<file path="src/rtl/writeback_arbiter_pkg.sv">
// Shared types and defaults for the integer writeback arbiter.
// int_arch_reg_wb_t is also consumed by the register file and the issue scoreboard.
package writeback_arbiter_pkg;

  localparam int WB_NUM_SRC    = 3;
  localparam int WB_FIFO_DEPTH = 2;
  localparam int REG_IDX_W     = 5;
  localparam int XLEN          = 32;

  typedef struct packed {
    logic                 valid;
    logic [REG_IDX_W-1:0] idx;
    logic [XLEN-1:0]      data;
  } int_arch_reg_wb_t;

  typedef struct packed {
    logic [REG_IDX_W-1:0] idx;
    logic [XLEN-1:0]      data;
  } wb_src_t;

  function automatic int rr_width(input int n);
    return (n > 1) ? $clog2(n) : 1;
  endfunction

endpackage

</file>
<file path="src/rtl/writeback_arbiter_wb_fifo.sv">
// Single-source result FIFO; pointers carry one extra wrap bit so full and empty
// are distinguishable without a counter.
module writeback_arbiter_wb_fifo
  import writeback_arbiter_pkg::*;
#(
  parameter int DEPTH = WB_FIFO_DEPTH
) (
  input  logic    i_clk,
  input  logic    i_rst_n,
  input  logic    push,
  input  logic    pop,
  input  logic    flush,
  input  wb_src_t din,
  output wb_src_t dout,
  output logic    empty,
  output logic    full
);

  localparam int AW = $clog2(DEPTH);

  logic [AW:0] wr_ptr;
  logic [AW:0] rd_ptr;
  wb_src_t     mem [DEPTH];

  assign empty = (wr_ptr == rd_ptr);
  assign full  = (wr_ptr[AW] != rd_ptr[AW]) && (wr_ptr[AW-1:0] == rd_ptr[AW-1:0]);
  assign dout  = mem[rd_ptr[AW-1:0]];

  always_ff @(posedge i_clk) begin
    if (!i_rst_n || flush) begin
      wr_ptr <= '0;
      rd_ptr <= '0;
    end else begin
      if (push) wr_ptr <= wr_ptr + (AW+1)'(1);
      if (pop)  rd_ptr <= rd_ptr + (AW+1)'(1);
    end
  end

  // Storage is not reset; pointers alone define validity.
  always_ff @(posedge i_clk) begin
    if (push) mem[wr_ptr[AW-1:0]] <= din;
  end

endmodule

</file>
<file path="src/rtl/writeback_arbiter.sv">
// Merges per-unit integer results into the single RF write port, which also
// releases issue-scoreboard entries; round-robin across sources, FIFO within one.
module writeback_arbiter
  import writeback_arbiter_pkg::*;
#(
  parameter int NUM_SRC    = WB_NUM_SRC,
  parameter int FIFO_DEPTH = WB_FIFO_DEPTH
) (
  input  logic                                i_clk,
  input  logic                                i_rst_n,
  input  logic                                i_flush,
  input  logic [NUM_SRC-1:0]                  i_src_valid,
  input  logic [NUM_SRC-1:0][REG_IDX_W-1:0]   i_src_idx,
  input  logic [NUM_SRC-1:0][XLEN-1:0]        i_src_data,
  output logic [NUM_SRC-1:0]                  o_src_ready,
  output int_arch_reg_wb_t                    o_int_reg_wb,
  output logic                                o_busy
);

  localparam int PW = rr_width(NUM_SRC);

  logic [NUM_SRC-1:0] push;
  logic [NUM_SRC-1:0] pop;
  logic [NUM_SRC-1:0] empty;
  logic [NUM_SRC-1:0] full;
  wb_src_t [NUM_SRC-1:0] head;

  logic          gnt_vld;
  logic [PW-1:0] gnt_src;
  logic [PW-1:0] rr_ptr;
  logic [PW-1:0] rr_nxt;

  for (genvar s = 0; s < NUM_SRC; s++) begin : g_src
    wb_src_t din;
    assign din     = {i_src_idx[s], i_src_data[s]};
    // Writes to x0 are acknowledged but never stored.
    assign push[s] = i_src_valid[s] & ~full[s] & (i_src_idx[s] != '0);
    assign pop[s]  = gnt_vld & (gnt_src == PW'(s));

    writeback_arbiter_wb_fifo #(.DEPTH(FIFO_DEPTH)) u_fifo (
      .i_clk   (i_clk),
      .i_rst_n (i_rst_n),
      .push    (push[s]),
      .pop     (pop[s]),
      .flush   (i_flush),
      .din     (din),
      .dout    (head[s]),
      .empty   (empty[s]),
      .full    (full[s])
    );
  end

  assign o_src_ready = ~full;

  // First non-empty source at or above rr_ptr, else wrap to the lowest one below it.
  always_comb begin
    gnt_vld = 1'b0;
    gnt_src = '0;
    for (int s = 0; s < NUM_SRC; s++) begin
      if (!gnt_vld && !empty[s] && (PW'(s) >= rr_ptr)) begin
        gnt_vld = 1'b1;
        gnt_src = PW'(s);
      end
    end
    for (int s = 0; s < NUM_SRC; s++) begin
      if (!gnt_vld && !empty[s] && (PW'(s) < rr_ptr)) begin
        gnt_vld = 1'b1;
        gnt_src = PW'(s);
      end
    end
  end

  assign rr_nxt = (gnt_src == PW'(NUM_SRC-1)) ? '0 : gnt_src + PW'(1);

  always_ff @(posedge i_clk) begin
    if (!i_rst_n || i_flush) begin
      o_int_reg_wb <= '0;
      rr_ptr       <= '0;
    end else if (gnt_vld) begin
      o_int_reg_wb <= {1'b1, head[gnt_src].idx, head[gnt_src].data};
      rr_ptr       <= rr_nxt;
    end else begin
      o_int_reg_wb <= '0;
    end
  end

  assign o_busy = ~(&empty) | o_int_reg_wb.valid;

`ifndef SYNTHESIS
  // The issue stage blocks WAW, so an idx may be in flight at most once.
  logic [31:0] inflight;
  logic [31:0] pushed_mask;
  logic [31:0] release_mask;
  logic        dup_push;

  always_comb begin
    pushed_mask = '0;
    dup_push    = 1'b0;
    for (int s = 0; s < NUM_SRC; s++) begin
      if (push[s]) begin
        if (inflight[i_src_idx[s]] || pushed_mask[i_src_idx[s]]) dup_push = 1'b1;
        pushed_mask[i_src_idx[s]] = 1'b1;
      end
    end
    release_mask = o_int_reg_wb.valid ? (32'd1 << o_int_reg_wb.idx) : 32'd0;
  end

  always_ff @(posedge i_clk) begin
    if (!i_rst_n || i_flush) begin
      inflight <= '0;
    end else begin
      assert (!dup_push) else $error("writeback idx pushed while already in flight");
      inflight <= (inflight & ~release_mask) | pushed_mask;
    end
  end
`endif

endmodule

</file>
<file path="config.mk">
export PLATFORM = sky130hd
export DESIGN_NAME = writeback_arbiter
export DESIGN_NICKNAME = d
export VERILOG_FILES = /design/src/rtl/writeback_arbiter_pkg.sv /design/src/rtl/writeback_arbiter_wb_fifo.sv /design/src/rtl/writeback_arbiter.sv
export SDC_FILE = /design/constraint.sdc
export NUM_CORES = 1
export LEC_CHECK = 0
export ABC_AREA = 1
export ABC_CLOCK_PERIOD_IN_PS = 2900
export CORE_ASPECT_RATIO = 1.25
export CORE_MARGIN = 2
export CORE_UTILIZATION = 40
export CTS_CLUSTER_DIAMETER = 40
export DETAILED_ROUTE_END_ITERATION = 8
export PLACE_DENSITY = 0.67
export SLEW_MARGIN = 30
export SYNTH_ARGS = -nofsm -noshare
export SYNTH_HDL_FRONTEND = slang
export SYNTH_SLANG_ARGS = --single-unit
</file>
<file path="constraint.sdc">
create_clock -name i_clk -period 2.9 [get_ports i_clk]
set_input_delay 0.58 -clock i_clk [delete_from_list [all_inputs] [get_ports i_clk]]
set_output_delay 0.58 -clock i_clk [all_outputs]
set_load 0.005 [all_outputs]
</file>
==> summary.json, run 1 <==
{
  "outcome": "finished clean",
  "grt_pass1_vias": 6900,
  "multiInputGateArea_sq_um": 2750,
  "fin_worst_skew_ns": 0.0158,
  "drv.max_cap_violation_count": 0,
  "share_of_final_layout_standard_cells_stronger_than_drive_strength_1_pct": 23.3,
  "cts.htree.levels": 2,
  "period_needed_ns": 2.49,
  "synth_edf_count": 222,
  "grt_pass1_wl_microns": 37500,
  "number_of_antenna_violations_at_the_first_check_in_global_routing": 1,
  "pin_count": 159,
  "maxSlewViolCount": 0,
  "peakVddDrop_mv": 0.555,
  "postSynthCellCount": 771,
  "gr-usage-all-layers_pct": 17.6,
  "path_max_fanout": 4,
  "worst_ep_arrival_time_ns": 1.91,
  "die-height_microns": 187,
  "netlist.area_leader.share_pct": 62.1,
  "seqCellArea_sq_um": 7770,
  "core_region_area_sq_um": 26600,
  "whs_ns": 0.475,
  "hold_buffers": 0,
  "async_reset_ff_share_pct": 0,
  "most_used_standard_cells_in_the_synthesized_netlist": "sky130_fd_sc_hd__edfxtp_1 (222), sky130_fd_sc_hd__nand2_1 (184), sky130_fd_sc_hd__mux2_2 (111), sky130_fd_sc_hd__dfxtp_1 (55), sky130_fd_sc_hd__a21oi_1 (50)",
  "finalPower_uw": 12100,
  "layout-area-overhead-vs-synth_pct": 30.7,
  "leakage_power_total_uw": 0.00506,
  "placement.io_buffers": 158,
  "detail-route-antenna-nets": 0,
  "end_kind": "output port",
  "setup-tns-final_ns": 0,
  "floorplan.die.width_microns": 151,
  "layout.cell_area.non_filler_sq_um": 14000,
  "synth_area_sq_um": 10700,
  "timing.reg2reg.worst_path_depth": 12,
  "via_count": 6441,
  "placed_area_sq_um": 12800,
  "worst-setup-path-type": "reg -> out",
  "avgRoutedWirePerCell_microns": 18.5,
  "worstPathRequired_ns": 2.32,
  "report.final.setup_viol": 0,
  "ctsRootBufferMaster": "sky130_fd_sc_hd__clkbuf_16",
  "fmax_ghz": 0.401,
  "min_delay_endpoint": "rr_ptr[0]$_SDFFE_PP0P_",
  "hp-start": "rr_ptr[0]$_SDFFE_PP0P_",
  "critical_register_to_register_path_endpoint": "o_int_reg_wb[29]$_SDFF_PP0_",
  "pin_count_of_the_biggest_net_entering_global_routing": 43,
  "filler_cell_count": 2256,
  "dpl.hpwl_microns": 16300,
  "cts_max_path_buffers": 3,
  "syn-mean-instance-area_sq_um": 13.9,
  "drt-total-wl_microns": 24500,
  "count_of_yosys_warnings_during_synthesis": 0,
  "post_synthesis_register_bit_count": 277,
  "startpoint_type": "flop",
  "yosys_most_used_dff": "sky130_fd_sc_hd__edfxtp_1",
  "synthMostInstantiatedCell": "sky130_fd_sc_hd__edfxtp_1",
  "r2r_start": "g_src[0].u_fifo.wr_ptr[0]$_SDFFE_PP0P_",
  "cts_num_sinks": 277,
  "cts_tree": "done",
  "drt_first_iter_violations": 391,
  "detailedRoute.firstPassIterationCount": 4,
  "synthesis.nets": 888,
  "min_delay_worst_type": "reg -> reg",
  "tightest_slew_ns": 0.693,
  "timing_hold_violations_final": 0,
  "number_of_vias_per_cell_after_detailed_routing": 4.85,
  "synth.lib_cells_used.distinct": 25,
  "yosys-top-cells-area": "sky130_fd_sc_hd__edfxtp_1 (62%), sky130_fd_sc_hd__mux2_2 (12%), sky130_fd_sc_hd__dfxtp_1 (10%)",
  "num_rows": 67,
  "clkTransAtPathRegs_ns": 0.05,
  "num-nets-final": 1073,
  "total_die_area_sq_um": 28200,
  "post-route-drc-count": 0,
  "worst_hold_path.num_cells": 2,
  "timing.slew.headroom_pct": 53.7,
  "initial_utilization_pct": 40.4,
  "numCtsBuffers": 36,
  "powerDensity_nw_per_um2": 862,
  "finalWeightedCongestion": 0.766,
  "post-synth-top-area-cell": "sky130_fd_sc_hd__edfxtp_1",
  "final_core_util_pct": 52.8,
  "grt.overflow.total": 0,
  "yosysSeqAreaShare_pct": 72.3,
  "worst-r2r-setup-slack_ns": 0.72,
  "later_pin_clock_latency_in_the_skew_report_ns": 0.51,
  "post-route-period-util_pct": 85.9,
  "rsz0062_at_grt": "false"
}
[metal layers]
layer  up-vias  share of wire [%]  global-route usage, %
met5         -                  0                      0
met1      3071                 38                   20.4
met2       197                 52                   31.4
met3        51                6.8                   3.93
met4         0                3.4                   6.53
li1       3122                  -                      -
[timing repair]
item                       4_1_cts  5_1_grt
hold endpoints to repair         0        0
pin swaps                        0        2
gates resized for setup          5       11
setup endpoints to repair        1        1
setup buffers                    0        1
[critical path, cell delays in order, from the launching register on]
cell,delay (ns)
sky130_fd_sc_hd__dfxtp_1,0.35
sky130_fd_sc_hd__inv_2,0.10
sky130_fd_sc_hd__nand2_1,0.07
sky130_fd_sc_hd__nand2_2,0.09
sky130_fd_sc_hd__nand2_4,0.08
sky130_fd_sc_hd__nor3_4,0.21
sky130_fd_sc_hd__inv_1,0.08
sky130_fd_sc_hd__or2_2,0.29
sky130_fd_sc_hd__dlymetal6s2s_1,0.15
[flip-flops by register name, summed over array words and instances (netlist names), named ones only]
name                 cells
g_src.u_fifo.mem       222
g_src.u_fifo.rd_ptr      6
g_src.u_fifo.wr_ptr      6
o_int_reg_wb            38
rr_ptr                   2
[cells in the final DEF, fill, tap and decap left out, drive strengths merged]
master,instances
a21oi,50
buf,24
bufinv,2
clkbuf,42
clkdlybuf4s50,157
clkinv,9
clkinvlp,2
dfxtp,55
diode,1
dlymetal6s2s,1
edfxtp,222
inv,33
mux2,111
nand2,192
nand3,46
nand4,2
nor2,20
nor3,4
o21ai,7
or2,1
xnor2,1
xor2,1
[through the flow]
step | setup slack [ns] | cells
2_1_floorplan | 0.0885 | 771
3_3_place_gp | 0.437 | 1262
3_5_place_dp | 0.413 | 1262
4_1_cts | 0.0282 | 1326
5_1_grt | 0.303 | 1327
6_report | 0.408 | 1328
[worst max path at each step]
stage                                           startpoint  slack [ns]  cells after the start                                   to
floorplan           g_src[1].u_fifo.rd_ptr[0]$_SDFFE_PP0P_        0.09                      6  g_src[1].u_fifo.mem[0][0]$_DFFE_PP_
global placement    g_src[1].u_fifo.wr_ptr[0]$_SDFFE_PP0P_        0.44                      8                               o_busy
detailed placement  g_src[1].u_fifo.wr_ptr[0]$_SDFFE_PP0P_        0.41                      8                               o_busy
CTS                 g_src[0].u_fifo.wr_ptr[0]$_SDFFE_PP0P_        0.03                      8                               o_busy
global route        g_src[2].u_fifo.wr_ptr[0]$_SDFFE_PP0P_        0.30                      8                               o_busy
finish              g_src[2].u_fifo.wr_ptr[0]$_SDFFE_PP0P_        0.41                      8                               o_busy
[logic make-up (layout without fill, tap and decap cells)]
| kind of cell | count (synthesis) | in the layout | synth area share [%] |
|---|---|---|---|
| flip-flops | 277 | 277 | 72.3 |
| AND/OR/NAND/NOR | 265 | 265 | 10.5 |
| multiplexers | 111 | 111 | 11.6 |
| buffers and inverters | 59 | 270 | 2.73 |
| AO/OA/AOI/OAI | 57 | 57 | 2.66 |
| XOR/XNOR | 2 | 2 | 0.163 |
| other | 0 | 1 | 0 |
[power breakdown]
group	internal [uW]	switching, uW	total [uW]	leakage (uW)
Combinational	1200	1700	2900	0.00195
Clock	2640	1720	4360	0.000586
Sequential	4710	131	4850	0.00253
[area by class of cell]
class                      instances  share of cell area (%)
antenna                            1                  0.0178
clock buffer                      42                    6.94
clock inverter                    22                    1.60
inverter                          24                   0.642
multi-input combinational        435                    19.6
sequential                       277                    55.4
tap                              345                    3.08
timing repair buffer             182                    12.7
Note: power is estimated with default switching activity, not from simulation.
==> run 2: changes to the inputs <==
- CAP_MARGIN: unset -> 10
==> results of run 2 <==
Final layout, timing and power as in run 1 (identical DEF).
==> run 3: changes to the inputs <==
- CTS_BUF_LIST: unset -> sky130_fd_sc_hd__clkbuf_8
==> summary.json, run 3 (synthesis results as in run 1) <==
{
  "clkTransAtPathRegs": {"value": 0.06, "unit": "ns", "change": "about the same"},
  "pin_count": {"value": 159, "change": "unchanged"},
  "setup-tns-final": {"value": 0, "unit": "ns", "change": "unchanged"},
  "core_region_area": {"value": 26600, "unit": "sq um", "change": "unchanged"},
  "drv.max_cap_violation_count": {"value": 0, "change": "unchanged"},
  "drt_first_iter_violations": {"value": 326, "change": "-17%"},
  "timing.slew.headroom": {"value": 53.1, "unit": "%", "change": "-0.60 points"},
  "cts_num_sinks": {"value": 277, "change": "unchanged"},
  "numCtsBuffers": {"value": 46, "change": "+28%"},
  "path_max_fanout": {"value": 3, "change": "-1"},
  "outcome": "finished clean",
  "total_die_area": {"value": 28200, "unit": "sq um", "change": "unchanged"},
  "maxSlewViolCount": {"value": 0, "change": "unchanged"},
  "timing.reg2reg.worst_path_depth": {"value": 12, "change": "unchanged"},
  "ctsRootBufferMaster": "sky130_fd_sc_hd__clkbuf_8",
  "placement.io_buffers": {"value": 158, "change": "unchanged"},
  "largest_register_ffs": {"value": 222, "change": "unchanged"},
  "later_pin_clock_latency_in_the_skew_report": {"value": 0.54, "unit": "ns", "change": "+0.03 ns"},
  "r2r_start": "g_src[0].u_fifo.wr_ptr[0]$_SDFFE_PP0P_",
  "period_needed": {"value": 2.52, "unit": "ns", "change": "+0.0274 ns"},
  "rsz0062_at_grt": "false",
  "seqCellArea": {"value": 7770, "unit": "sq um", "change": "unchanged"},
  "mostFrequentLayoutCells": "sky130_fd_sc_hd__edfxtp_1 (222), sky130_fd_sc_hd__nand2_1 (181), sky130_fd_sc_hd__clkdlybuf4s50_1 (157)",
  "worstPathRequired": {"value": 2.32, "unit": "ns", "change": "about the same"},
  "worst-r2r-setup-slack": {"value": 0.70, "unit": "ns", "change": "-0.02 ns"},
  "num_rows": {"value": 67, "change": "unchanged"},
  "min_delay_worst_type": "reg -> reg",
  "die-height": {"value": 187, "unit": "microns", "change": "unchanged"},
  "number_of_antenna_violations_at_the_first_check_in_global_routing": {"value": 1, "change": "unchanged"},
  "detail-route-antenna-nets": {"value": 0, "change": "unchanged"},
  "peakVddDrop": {"value": 0.516, "unit": "mV", "change": "-6.9%"},
  "worstSetupStartpoint": "g_src[0].u_fifo.wr_ptr[0]$_SDFFE_PP0P_",
  "cts.htree.levels": {"value": 2, "change": "unchanged"},
  "grt.overflow.total": {"value": 0, "change": "unchanged"},
  "layout-area-overhead-vs-synth_pct": 27.4,
  "timing_hold_violations_final": {"value": 0, "change": "unchanged"},
  "worst-setup-path-type": "reg -> out",
  "crit_path_end": "o_busy",
  "leakage_power_total": {"value": 0.00496, "unit": "uW", "change": "-2.0%"},
  "worst_ep_arrival_time": {"value": 1.94, "unit": "ns", "change": "+0.03 ns"},
  "tightest_slew": {"value": 0.702, "unit": "ns", "change": "+0.00894 ns"},
  "report.final.setup_viol": {"value": 0, "change": "unchanged"},
  "cts_tree": "done",
  "initial_utilization": {"value": 40.4, "unit": "%", "change": "unchanged"},
  "dpl.hpwl": {"value": 16300, "unit": "microns", "change": "unchanged"},
  "grt_pass1_vias": {"value": 6969, "change": "+1.0%"},
  "post-route-period-util": {"value": 86.9, "unit": "%", "change": "+0.94 points"},
  "dp.cells": {"value": 1262, "change": "unchanged"},
  "post-route-drc-count": {"value": 0, "change": "unchanged"},
  "final_core_util": {"value": 51.5, "unit": "%", "change": "-1.3 points"},
  "finalWeightedCongestion": {"value": 0.766, "change": "unchanged"},
  "pin_count_of_the_biggest_net_entering_global_routing": {"value": 43, "change": "unchanged"},
  "mostFrequentLayoutCell": "sky130_fd_sc_hd__edfxtp_1",
  "drt-total-wl": {"value": 24600, "unit": "microns", "change": "+0.33%"},
  "floorplan.die.width": {"value": 151, "unit": "microns", "change": "unchanged"},
  "detailedRoute.firstPassIterationCount": {"value": 4, "change": "unchanged"},
  "cts_max_path_buffers": {"value": 3, "change": "unchanged"},
  "fmax": {"value": 0.397, "unit": "GHz", "change": "-1.1%"},
  "avgRoutedWirePerCell": {"value": 18.3, "unit": "microns", "change": "-1.1%"},
  "grt_pass1_wl": {"value": 37300, "unit": "microns", "change": "-0.33%"},
  "startpoint_type": "flop",
  "via_count": {"value": 6487, "change": "+0.71%"},
  "num-nets-final": {"value": 1084, "change": "+1.0%"},
  "share_of_final_layout_standard_cells_stronger_than_drive_strength_1": {"value": 22.8, "unit": "%", "change": "-0.54 points"},
  "multiInputGateArea": {"value": 2740, "unit": "sq um", "change": "-0.36%"},
  "filler_cell_count": {"value": 2345, "change": "+3.9%"},
  "number_of_vias_per_cell_after_detailed_routing": {"value": 4.82, "change": "-0.71%"},
  "end_kind": "output port",
  "gr-usage-all-layers": {"value": 17.6, "unit": "%", "change": "-0.024 points"},
  "fin_worst_skew": {"value": 0.0190, "unit": "ns", "change": "+0.00324 ns"},
  "critical_register_to_register_path_endpoint": "o_int_reg_wb[29]$_SDFF_PP0_",
  "powerDensity": {"value": 795, "unit": "nW/um^2", "change": "-7.8%"},
  "layoutNonFillerInstCount": {"value": 1347, "change": "+1.4%"}
}
[run 3: how the worst min path moves through the flow]
stage | from | to | slack, ns | cells past startpoint
final | rr_ptr[0]$_SDFFE_PP0P_ | rr_ptr[0]$_SDFFE_PP0P_ | 0.48 | 2
after global routing | g_src[1].u_fifo.rd_ptr[0]$_SDFFE_PP0P_ | flop | 0.50 | 1
after global placement | g_src[2].u_fifo.wr_ptr[1]$_SDFFE_PP0P_ | g_src[2].u_fifo.wr_ptr[1]$_SDFFE_PP0P_ | 0.47 | 2
after floorplan | rr_ptr[0]$_SDFFE_PP0P_ | rr_ptr[0]$_SDFFE_PP0P_ | 0.45 | 2
after detailed placement | rr_ptr[0]$_SDFFE_PP0P_ | rr_ptr[0]$_SDFFE_PP0P_ | 0.47 | 2
after CTS | rr_ptr[0]$_SDFFE_PP0P_ | rr_ptr[0]$_SDFFE_PP0P_ | 0.48 | 2
[run 3: repair_timing]
item	in CTS	in global routing
hold buffers	0	0
buffers inserted	1	1
hold endpoints to repair	0	0
gates resized for setup	9	4
pin swaps	1	1
endpoints found under the setup margin	1	1
[run 3: routing by layer]
metal / vias up / global-route usage, % / wire length (microns)
li1: 3143 / - / -
met1: 3078 / 20.3 / 9550
met2: 209 / 31.5 / 12700
met3: 57 / 3.71 / 1550
met4: 0 / 6.75 / 822
met5: - / 0 / 0
[run 3: where the power goes]
group / leakage (uW) / switching [uW] / internal [uW]
registers: 0.00253 / 131 / 4710
logic: 0.00195 / 1700 / 1200
clock network: 0.000482 / 1510 / 1620
[run 3: stage by stage]
step	hold WS, ns	worst slack (ns)	cell area (sq um)	power, uW
final	0.476	0.381	13700	10900
after global routing	0.505	0.243	13700	11500
after CTS	0.477	0.0223	13700	11100
after detailed placement	0.468	0.413	12800	7880
after global placement	0.470	0.437	12800	7850
after floorplan	0.453	0.0885	10700	6710
[run 3: layout make-up]
type                       count  share of cell area (%)
sequential                   277                    56.8
multi-input combinational    435                    20.0
timing repair buffer         183                    13.1
clock buffer                  51                    5.13
tap                          345                    3.16
clock inverter                31                    1.04
inverter                      24                   0.659
antenna                        1                  0.0183
[run 3: critical path, cell delays in order (launching register included)]
cell and delay, ns:
sky130_fd_sc_hd__dfxtp_1 0.35, sky130_fd_sc_hd__inv_2 0.10, sky130_fd_sc_hd__nand2_1 0.05, sky130_fd_sc_hd__nand2_1 0.08, sky130_fd_sc_hd__nand2_2 0.10, sky130_fd_sc_hd__nor3_4 0.21
sky130_fd_sc_hd__inv_1 0.07, sky130_fd_sc_hd__or2_2 0.29, sky130_fd_sc_hd__dlymetal6s2s_1 0.16
